===== src/rtl/half_adder.sv =====
// Bit-wise half adder lanes (sum = a ^ b, carry = a & b) with an optional registered, valid-qualified copy.
// Latency: combinational outputs 0 cycles; sum_q/carry_q/out_valid 1 cycle. Optional macro: HALF_ADDER_STATS_EN.
// Backpressure: none; every in_valid beat is accepted.
module half_adder #(
    parameter int WIDTH   = 1,
    parameter bit REG_OUT = 1'b1
) (
    input  logic             clk,
    input  logic             rst,
    input  logic [WIDTH-1:0] a,
    input  logic [WIDTH-1:0] b,
    input  logic             in_valid,
    output logic [WIDTH-1:0] sum,
    output logic [WIDTH-1:0] carry,
    output logic [WIDTH-1:0] sum_q,
    output logic [WIDTH-1:0] carry_q,
    output logic             out_valid
`ifdef HALF_ADDER_STATS_EN
    ,
    output logic [31:0]      carry_cnt
`endif
);

    // Pure bitwise operators keep lanes isolated, so X/Z on one lane stays in that lane.
    assign sum   = a ^ b;
    assign carry = a & b;

    if (REG_OUT) begin : g_reg
        always_ff @(posedge clk or posedge rst) begin
            if (rst) begin
                sum_q     <= '0;
                carry_q   <= '0;
                out_valid <= 1'b0;
            end else begin
                out_valid <= in_valid;
                if (in_valid) begin
                    sum_q   <= sum;
                    carry_q <= carry;
                end
            end
        end
    end else begin : g_noreg
        assign sum_q     = '0;
        assign carry_q   = '0;
        assign out_valid = 1'b0;
    end

`ifdef HALF_ADDER_STATS_EN
    // Counts accepted beats that produced at least one carry; sticks at all-ones.
    always_ff @(posedge clk or posedge rst) begin
        if (rst) begin
            carry_cnt <= '0;
        end else if (in_valid && (|carry) && (carry_cnt != 32'hFFFF_FFFF)) begin
            carry_cnt <= carry_cnt + 32'd1;
        end
    end
`endif

endmodule


===== config.mk =====
export PLATFORM = sky130hd
export DESIGN_NAME = half_adder
export DESIGN_NICKNAME = d
export VERILOG_FILES = /design/src/rtl/half_adder.sv
export SDC_FILE = /design/constraint.sdc
export NUM_CORES = 1
export LEC_CHECK = 0
export ABC_AREA = 1
export ABC_CLOCK_PERIOD_IN_PS = 800
export CORE_AREA = 2 2 39 41
export CTS_CLUSTER_DIAMETER = 60
export DETAILED_ROUTE_END_ITERATION = 12
export DIE_AREA = 0 0 41 43
export SETUP_SLACK_MARGIN = 0.5
export SYNTH_ARGS = -nofsm -noshare
export SYNTH_HDL_FRONTEND = slang
export SYNTH_SLANG_ARGS = --single-unit

===== constraint.sdc =====
create_clock -name clk -period 0.8 [get_ports clk]
set_input_delay 0.2 -clock clk [delete_from_list [all_inputs] [get_ports clk]]
set_output_delay 0.2 -clock clk [all_outputs]
set_load 0.005 [all_outputs]

== After elaboration in Yosys (flattened, before gate mapping) ==
Index checks and enable logic that the tools add are counted.

* Word-level logic and storage cells: 5
* Flip-flop bits (word level): 3

* Bitwise gates (word level): 2

{| class="wikitable"
|+ Operators with widths
! cell !! number
|-
| 1-bit bitwise AND || 1
|-
| 1-bit bitwise XOR || 1
|}

== Logic depth before layout (Yosys ltp) ==
Gate-level depths: netlist (run 1).

* Word-level depth: 1
* Mapped depth: 3
* Mapped depth without buffers: 3

== Worst setup path after synthesis (run 1) ==
OpenSTA, ideal clock, no wires.

* Kind: input port to flip-flop
* From: input a
* To: register sum_q
* Data arrival time: 0.610 ns
* Path buffers: 0
* Stages: 3
* Data required time: 0.684 ns
* Path slack: 0.074 ns
* Cells stage by stage: ha_1 > nand2_1 > nand2_1

* Longest elaborated chain between the ends: 1

{| class="wikitable"
|+ Ends and longest elaborated chain
! item !! line !! text
|-
| start, declared || 10 || <nowiki>input logic [WIDTH-1:0] a,</nowiki>
|-
| 1-bit bitwise XOR || 25 || <nowiki>assign sum = a ^ b;</nowiki>
|-
| end signal, assigned || 37 || <nowiki>sum_q <= sum;</nowiki>
|-
| end, declared || 15 || <nowiki>output logic [WIDTH-1:0] sum_q,</nowiki>
|}

Every way passes these cells.
A chain may end at the register's enable or synchronous reset.

== Final worst setup path (run 1) ==
* From: register carry_q
* To: output carry_q

{| class="wikitable"
|+ RTL lines
! item !! line !! text
|-
| start, declared || 16 || <nowiki>output logic [WIDTH-1:0] carry_q,</nowiki>
|-
| start signal, assigned || 38 || <nowiki>carry_q <= carry;</nowiki>
|}

No word-level cell between the ends.

==> metrics.txt, run 1 <==
flops & latches, synth=3; top post-synthesis cells by count=nand2_1, dfrtp_1, inv_1; area grow syn2layout=151.1%; maximum root-to-sink buffer count=2; via count=138; setup_tns=-0.3704 ns; run status=finished, violations left; fin worst setup slack=-0.1212 ns; final setup vio count=4; CP bufs+invs=1; Die W=41 um; leakage=0.1546 nW; critical path class=reg2out; worst-skew pair later-pin latency=0.23 ns; die area=1763 sq um; max frequency=1086 MHz; post-synth net total=18; CTS HTree Levels=1; Multi-input gate area=47.55 sq um; Tmin final=0.9212 ns; Post-Syn Area=117.6 sq um; Crit-path slowest cell=dfrtp_1; # rows=14; vias in the first global route=134; layout cells sized above 1=58.62%; CTS tree=done; Initial Util=8.499%; final core utilization=21.34%; clock root cell=clkbuf_4; RSZ-0062 raised after global routing=true; clk sinks=3; r2r worst-path depth=4; startpoint class of the critical path=flop; top cell family by delay on the critical path=flip-flops; Vias/cell=3.067; fin crit share=115.1%; top cells by area, synth=dfrtp_1, nand2_1, ha_1; die height=43 um; CTS clk-pin slew, worst paths=0.04 ns; sequential share of the synthesized area=63.83%; fin cells=45; gpl congestion=0.5642; critical path depth=1; worst min-delay path class=in2async; 1st-pass router iterations=1; max-cap viol count=0; Syn Area/Cell=9.801 sq um; gr ovfl total=0; Fin. Hold Viols=0; CTS buffer count=3; Total GRT Usage=4.313%; Crit path required time=0.60 ns; final wirelength=295 um; Worst setup EP type=output pin; failing checks=setup timing; Core ar.=1384 sq um; Fillers=154; warnings from Yosys=0; Arrival @ worst endpoint=0.72 ns; Slew headroom=94.88%; I/O Buffers=9; I/O pin count=10; Synth Instances=12; nets=36; Max IR drop VDD=272.2 uV; Worst path max stage delay=0.36 ns; Post-synth top flop=dfrtp_1; drt wl/cell=6.556 um; crit path max fanout=2; Cells after DPL=39; FF+latch area=75.07 sq um; initial antenna violation count=0; Final Skew=0 ns; dominant cell type by area after synthesis=dfrtp_1; Iteration-0 DRC Markers=0; number of synthesized flops with an enable pin=0; first-pass GRT wire length=427 um; Netlist cell types=4; top-count cell post-synth=nand2_1; Final ANT Viol Nets=0; crit-path cells=buf_2; largest net degree at the start of global routing=5; asr flop ratio synth=100.0%; Slew Viols, Final=0; area share of the largest cell type after synthesis=63.83%; Antenna diodes=0; DRC=0; actual slew at the worst max-slew pin=0.07654 ns; P per Cell Area=1883 nW/um^2
## kinds of logic (layout without fill, tap and decap cells)
group,Yosys count,in the layout,share of synthesized area [%]
flops,3,3,63.83
fa+ha+maj,1,1,10.64
buf+inv,2,19,6.385
simple gates,6,6,19.15
## what timing repair did
action                                  CTS  global route
pin swaps                                 2             0
endpoints found under the setup margin    8             9
hold buffers                              0             0
resized for setup                        37             1
buffers inserted                          2             0
## path summary, 6_finish.rpt
kind | slack [ns] | from | to
worst max-delay path | -0.12 | carry_q | carry_q
worst min-delay path | 0.15 | rst | carry_q
worst max register to register | 0.01 | carry_q | carry_q
worst min register to register | 0.62 | sum_q | sum_q
max in group asynchronous | 0.55 | rst | out_valid
min in group clk | 0.22 | in_valid | out_valid
## state kept, by name, indices dropped and copies added, names as in the netlist
register	flops
out_valid	1
carry_q	1
sum_q	1
## power by group
part / internal (mW) / leakage [nW] / total [mW] / switching [mW]
Sequential: 0.165 / 0.0369 / 0.170 / 0.00479
Combinational: 0.0820 / 0.103 / 0.120 / 0.0384
Clock: 0.187 / 0.0150 / 0.266 / 0.0788
Total: 0.434 / 0.155 / 0.556 / 0.122
## per-stage QoR
| stage | setup slack [ns] | power [mW] | cell area [sq um] | hold WS, ns |
|---|---|---|---|---|
| floorplan | 0.1550 | 0.1986 | 130.1 | -0.04636 |
| global placement | -0.8177 | 0.2790 | 255.2 | 0.3768 |
| detailed placement | -0.8143 | 0.2783 | 255.2 | 0.3723 |
| CTS | -0.1302 | 0.5686 | 295.3 | 0.1289 |
| global route | -0.1464 | 0.5913 | 295.3 | 0.1486 |
| finish | -0.1212 | 0.5561 | 295.3 | 0.1458 |
## layout make-up
cell class / count / share of cell area [%]
well taps: 16 / 6.780
flip-flops and latches: 3 / 25.42
multi-input cells: 7 / 16.10
inverters: 2 / 2.542
repair buffers: 13 / 40.25
clock buffers: 4 / 8.898
## metal layers
metal / track usage [%] / vias up / share of wire, %
li1: - / 69 / -
met1: 3.846 / 57 / 35
met2: 5.000 / 10 / 42
met3: 0 / 2 / 17
met4: 10.00 / 0 / 6.4
met5: 0 / - / 0
## cells in the final DEF (no fill, tap or decap), drive strengths merged
| cell | instances |
|---|---|
| dfrtp | 3 |
| buf | 11 |
| clkdlybuf4s15 | 1 |
| nand2 | 6 |
| clkbuf | 4 |
| inv | 2 |
| ha | 1 |
| clkdlybuf4s50 | 1 |
Note: power is estimated with default switching activity, not from simulation.
==> run 2, diff against run 1 <==
- CORE_AREA: 2 2 39 41 -> 4 4 41 43
- DIE_AREA: 0 0 41 43 -> 0 0 45 47
==> run 2 against run 1 <==
  * The run still ends with setup timing left
  * First-iteration DRC count unchanged
  * Flip-flop and latch count unchanged
  * Hold slack lost 0.0014 ns
  * Clock-buffer cell count unchanged
  * Core utilization rose by 3.5 points
==> metrics.txt, run 2 (same netlist as run 1, synthesis figures left out) <==
drt wl/cell=7.383 um (+13%); vias in the first global route=159 (+19%); failing checks=setup timing; clock root cell=clkbuf_4; Vias/cell=3.191 (+4.1%); r2r worst-path depth=5 (+1); initial antenna violation count=0 (unchanged); Antenna diodes=0 (unchanged); P per Cell Area=1806 nW/um^2 (-4.1%); end of the worst register-to-register path=sum_q; fin crit share=115.8% (+0.65 points); I/O Buffers=9 (unchanged); top cell family by delay on the critical path=flip-flops; startpoint class of the critical path=flop; I/O pin count=10 (unchanged); final wirelength=347 um (+18%); area grow syn2layout=174.5%; crit path max fanout=2 (unchanged); placed cell areas=254.0 sq um (-0.49%); Final ANT Viol Nets=0 (unchanged); Slew Viols, Final=0 (unchanged); DRC=0 (unchanged); nets=39 (+8.3%); layout cells sized above 1=65.63% (+7.0 points); Crit. Startpoint=sum_q; # rows=13 (-1); Die W=45 um (+9.8%); actual slew at the worst max-slew pin=0.07350 ns (-0.003037 ns); final setup vio count=5 (+1); most frequent cells in the layout=buf_6, nand2_1, buf_4; largest net degree at the start of global routing=5 (unchanged); gpl congestion=0.5907 (+4.7%); 1st-pass router iterations=1 (unchanged); worst min-delay path class=in2async; first-pass GRT wire length=565 um (+32%); critical path class=reg2out; CTS buffer count=3 (unchanged); leakage=0.1711 nW (+11%); Tmin final=0.9264 ns (+0.005239 ns); r2r setup slk=-0.10 ns (-0.11 ns); clk sinks=3 (unchanged); fin worst setup slack=-0.1264 ns (-0.005239 ns); Fillers=147 (-4.5%); maximum root-to-sink buffer count=2 (unchanged); crit-path cells=buf_2; cts hold-fix bufs=0 (unchanged); CP Capture Point=sum_q; Crit-path slowest cell=dfrtp_1; Multi-input gate area=50.05 sq um (+5.3%); Hold Worst Slack=0.1443 ns (-0.001432 ns); Initial Util=9.038% (+0.54 points); RSZ-0062 raised after global routing=true; Crit path required time=0.60 ns (about the same); CTS HTree Levels=1 (unchanged); run status=finished, violations left; FF+latch area=75.07 sq um (unchanged); via count=150 (+8.7%); cell area after layout=322.8 sq um (+9.3%); CTS tree=done; gr ovfl total=0 (unchanged); Place WS=-0.8261 ns (-0.01172 ns); max-cap viol count=0 (unchanged); commonest non-fill, non-tap cell in the layout=buf_6; reg2reg start=sum_q; Total GRT Usage=3.956% (-0.36 points); Max IR drop VDD=293.1 uV (+7.7%); CP bufs+invs=1 (unchanged); Worst setup EP type=output pin; worst-skew pair later-pin latency=0.23 ns (about the same); max frequency=1079 MHz (-0.57%); Worst path max stage delay=0.37 ns (about the same); Arrival @ worst endpoint=0.73 ns (about the same); critical path depth=1 (unchanged); CTS clk-pin slew, worst paths=0.04 ns (about the same); Iteration-0 DRC Markers=0 (unchanged); die area=2115 sq um (+20%); biggest regs=carry_q x1, out_valid x1, sum_q x1; Final Skew=0 ns (unchanged); Slew headroom=95.08% (+0.20 points); Pwr Total=0.5829 mW (+4.8%); Core ar.=1301 sq um (-6.0%); die height=47 um (+9.3%); Fin. Hold Viols=0 (unchanged)
[run 2: layout make-up]
type | instances | area share, %
repair buffers | 16 | 44.96
flip-flops and latches | 3 | 23.26
multi-input cells | 7 | 15.50
clock buffers | 4 | 8.140
well taps | 15 | 5.814
inverters | 2 | 2.326
[run 2: metal layers]
| metal | GRT usage, % | vias up | wire length [um] |
|---|---|---|---|
| met1 | 2.740 | 63 | 116 |
| met4 | 5.263 | 0 | 16 |
| met5 | 0 | - | 0 |
| met3 | 1.916 | 2 | 64 |
| li1 | - | 74 | - |
| met2 | 6.780 | 11 | 150 |
[run 2: where the power goes]
part           internal, mW  total [mW]  switching [mW]
Clock                 0.187       0.264          0.0775
Sequential            0.165       0.170         0.00518
Combinational         0.103       0.148          0.0456
[run 2: per-stage QoR]
stage	std cells	setup TNS, ns	util (%)
global placement	38	-2.775	19.52
global route	47	-0.6004	24.81
floorplan	12	0	-
detailed placement	38	-2.826	19.52
CTS	46	-0.4223	23.94
finish	47	-0.4823	24.81
[run 2: what timing repair did]
action / 4_1_cts / 5_1_grt
endpoints found under the setup margin: 8 / 10
resized for setup: 38 / 2
buffers inserted: 4 / 1
pin swaps: 2 / 0
[run 2: worst min path at each step]
stage / endpoint / slack [ns] / start
CTS: sum_q / 0.13 / rst
global route: out_valid / 0.16 / rst
global placement: carry_q / 0.38 / rst
detailed placement: sum_q / 0.37 / rst
floorplan: carry_q / -0.05 / rst
finish: sum_q / 0.14 / rst
==> run 3, diff against run 2 <==
- ABC_AREA: 1 -> default
==> run 3 against run 2 <==
  * The run still ends with setup timing left
  * Fmax decreased by 0.38%
  * Synthesized area decreased by 3.2%
  * Worst setup slack got worse by 0.0035 ns
  * Core utilization decreased by 5.0 points
  * Combinational power decreased by 28%
  * Global-route usage increased by 1.2 points
  * Final cell count decreased by 23%
  * Critical path depth unchanged
==> metrics.txt, run 3 <==
Post-synth top flop=dfrtp_1; CTS buffer count=3 (unchanged); Fin. Hold Viols=0 (unchanged); Netlist cell types=4 (unchanged); Core ar.=1301 sq um (unchanged); top cells by area, synth=dfrtp_1, mux2_2, ha_1; CTS clk-pin slew, worst paths=0.04 ns (about the same); Tmin final=0.9299 ns (+0.003515 ns); max-cap viol count=0 (unchanged); Initial Util=8.750% (-0.29 points); worst min-delay path class=in2reg; initial antenna violation count=0 (unchanged); top cell family by delay on the critical path=flip-flops; Crit-path slowest cell=dfrtp_1; final setup vio count=5 (unchanged); fin worst setup slack=-0.1299 ns (-0.003515 ns); RSZ-0062 raised after global routing=true; sequential share of the synthesized area=65.93% (+2.1 points); final wirelength=381 um (+9.8%); crit path max fanout=2 (unchanged); biggest regs=carry_q x1, out_valid x1, sum_q x1; nets=28 (-28%); critical path class=reg2out; die area=2115 sq um (unchanged); maximum root-to-sink buffer count=2 (unchanged); worst-skew pair later-pin latency=0.23 ns (about the same); vias in the first global route=150 (-5.7%); I/O pin count=10 (unchanged); Post-Syn Area=113.9 sq um (-3.2%); Slew headroom=94.44% (-0.64 points); number of synthesized flops with an enable pin=0 (unchanged); Hold Worst Slack=0.1325 ns (-0.01183 ns); flops & latches, synth=3 (unchanged); Total GRT Usage=5.142% (+1.2 points); clk sinks=3 (unchanged); leakage=0.1259 nW (-26%); run status=finished, violations left; warnings from Yosys=0 (unchanged); clock root cell=clkbuf_4; actual slew at the worst max-slew pin=0.08339 ns (+0.009892 ns); most frequent cells in the layout=buf_6, buf_2, dfrtp_1, clkbuf_4; Final Skew=0 ns (unchanged); P per Cell Area=2107 nW/um^2 (+17%); Iteration-0 DRC Markers=0 (unchanged); first-pass GRT wire length=614 um (+8.7%); Vias/cell=3.167 (-0.78%); die height=47 um (unchanged); fin crit share=116.2% (+0.44 points); top post-synthesis cells by count=dfrtp_1, mux2_2, ha_1, inv_1; post-synth net total=13 (-5); via count=114 (-24%); max frequency=1075 MHz (-0.38%); final core utilization=19.81% (-5.0 points); gr ovfl total=0 (unchanged); gpl congestion=0.7366 (+25%); Syn Area/Cell=16.27 sq um (+66%); Final ANT Viol Nets=0 (unchanged); Worst setup EP type=output pin; Antenna diodes=0 (unchanged); crit-path cells=buf_2; Synth Instances=7 (-5); Fillers=152 (+3.4%); Max IR drop VDD=330.5 uV (+13%); I/O Buffers=9 (unchanged); CTS HTree Levels=1 (unchanged); Arrival @ worst endpoint=0.73 ns (about the same); 1st-pass router iterations=1 (unchanged); top-count cell post-synth=dfrtp_1; dominant cell type by area after synthesis=dfrtp_1; r2r setup slk=-0.07 ns (+0.03 ns); drt wl/cell=10.58 um (+43%); asr flop ratio synth=100.0% (unchanged); Slew Viols, Final=0 (unchanged); # rows=13 (unchanged); DRC=0 (unchanged); area grow syn2layout=126.4%; startpoint class of the critical path=flop; CTS tree=done; layout cells sized above 1=76.19% (+11 points); Crit path required time=0.60 ns (about the same); CP bufs+invs=1 (unchanged); failing checks=setup timing; area share of the largest cell type after synthesis=65.93% (+2.1 points); largest net degree at the start of global routing=4 (-1); Die W=45 um (unchanged); Worst path max stage delay=0.37 ns (about the same)
==> run 3: cell types whose count changed after synthesis, sizes merged <==
cell   previous run  this run
inv               2         1
mux2              0         2
nand2             6         0
==> run 3: kinds of logic (layout without fill, tap and decap cells) <==
kind of cell  Yosys count  in the layout  share of synthesized area, %
fa+ha+maj               1              1                         10.99
buf+inv                 1             15                         3.294
flops                   3              3                         65.93
mux                     2              2                         19.78
==> run 3: report_power, final <==
| part | total [mW] | switching, mW | internal [mW] |
|---|---|---|---|
| sequential | 0.174 | 0.00636 | 0.167 |
| clock | 0.264 | 0.0768 | 0.187 |
| combinational | 0.106 | 0.0343 | 0.0715 |
| total | 0.543 | 0.117 | 0.426 |
==> run 3: final cells by class <==
| cell class | count | area [sq um] | share of cell area (%) |
|---|---|---|---|
| well taps | 15 | 18.77 | 7.282 |
| repair buffers | 10 | 82.58 | 32.04 |
| inverters | 1 | 3.754 | 1.456 |
| clock buffers | 4 | 26.28 | 10.19 |
| multi-input cells | 3 | 51.30 | 19.90 |
| flip-flops and latches | 3 | 75.07 | 29.13 |
==> run 3: timing repair <==
action,CTS,global route
setup endpoints to repair,8,11
buffers inserted,1,0
pin swaps,1,1
hold buffers,0,0
gates resized for setup,35,2
==> run 3: path summary, 6_finish.rpt <==
path                               start         to  depth (start not counted)
worst max-delay path             carry_q    carry_q                          1
worst min-delay path            in_valid  out_valid                          1
worst max register to register     sum_q      sum_q                          2
worst min register to register   carry_q    carry_q                          1
max in group asynchronous            rst      sum_q                          2
min in group asynchronous            rst  out_valid                          2
==> run 3: layer usage <==
metal  GRT usage (%)  vias up  wire length, um
met1           3.653       50              126
met4           8.772        0               14
met3           4.598        2               79
met5               0        -                0
li1                -       50                -
met2           6.215       12              160
==> run 3: metrics by stage <==
stage	TNS [ns]	worst slack (ns)	cell area, sq um	std cells	power, mW
detailed placement	-3.287	-0.8499	239.0	31	0.2847
floorplan	0	0.01183	130.1	7	0.2083
CTS	-0.5177	-0.1420	264.0	36	0.5633
global placement	-3.107	-0.8347	239.0	31	0.2788
finish	-0.4692	-0.1299	257.7	36	0.5431
global route	-0.5515	-0.1456	257.7	36	0.5712
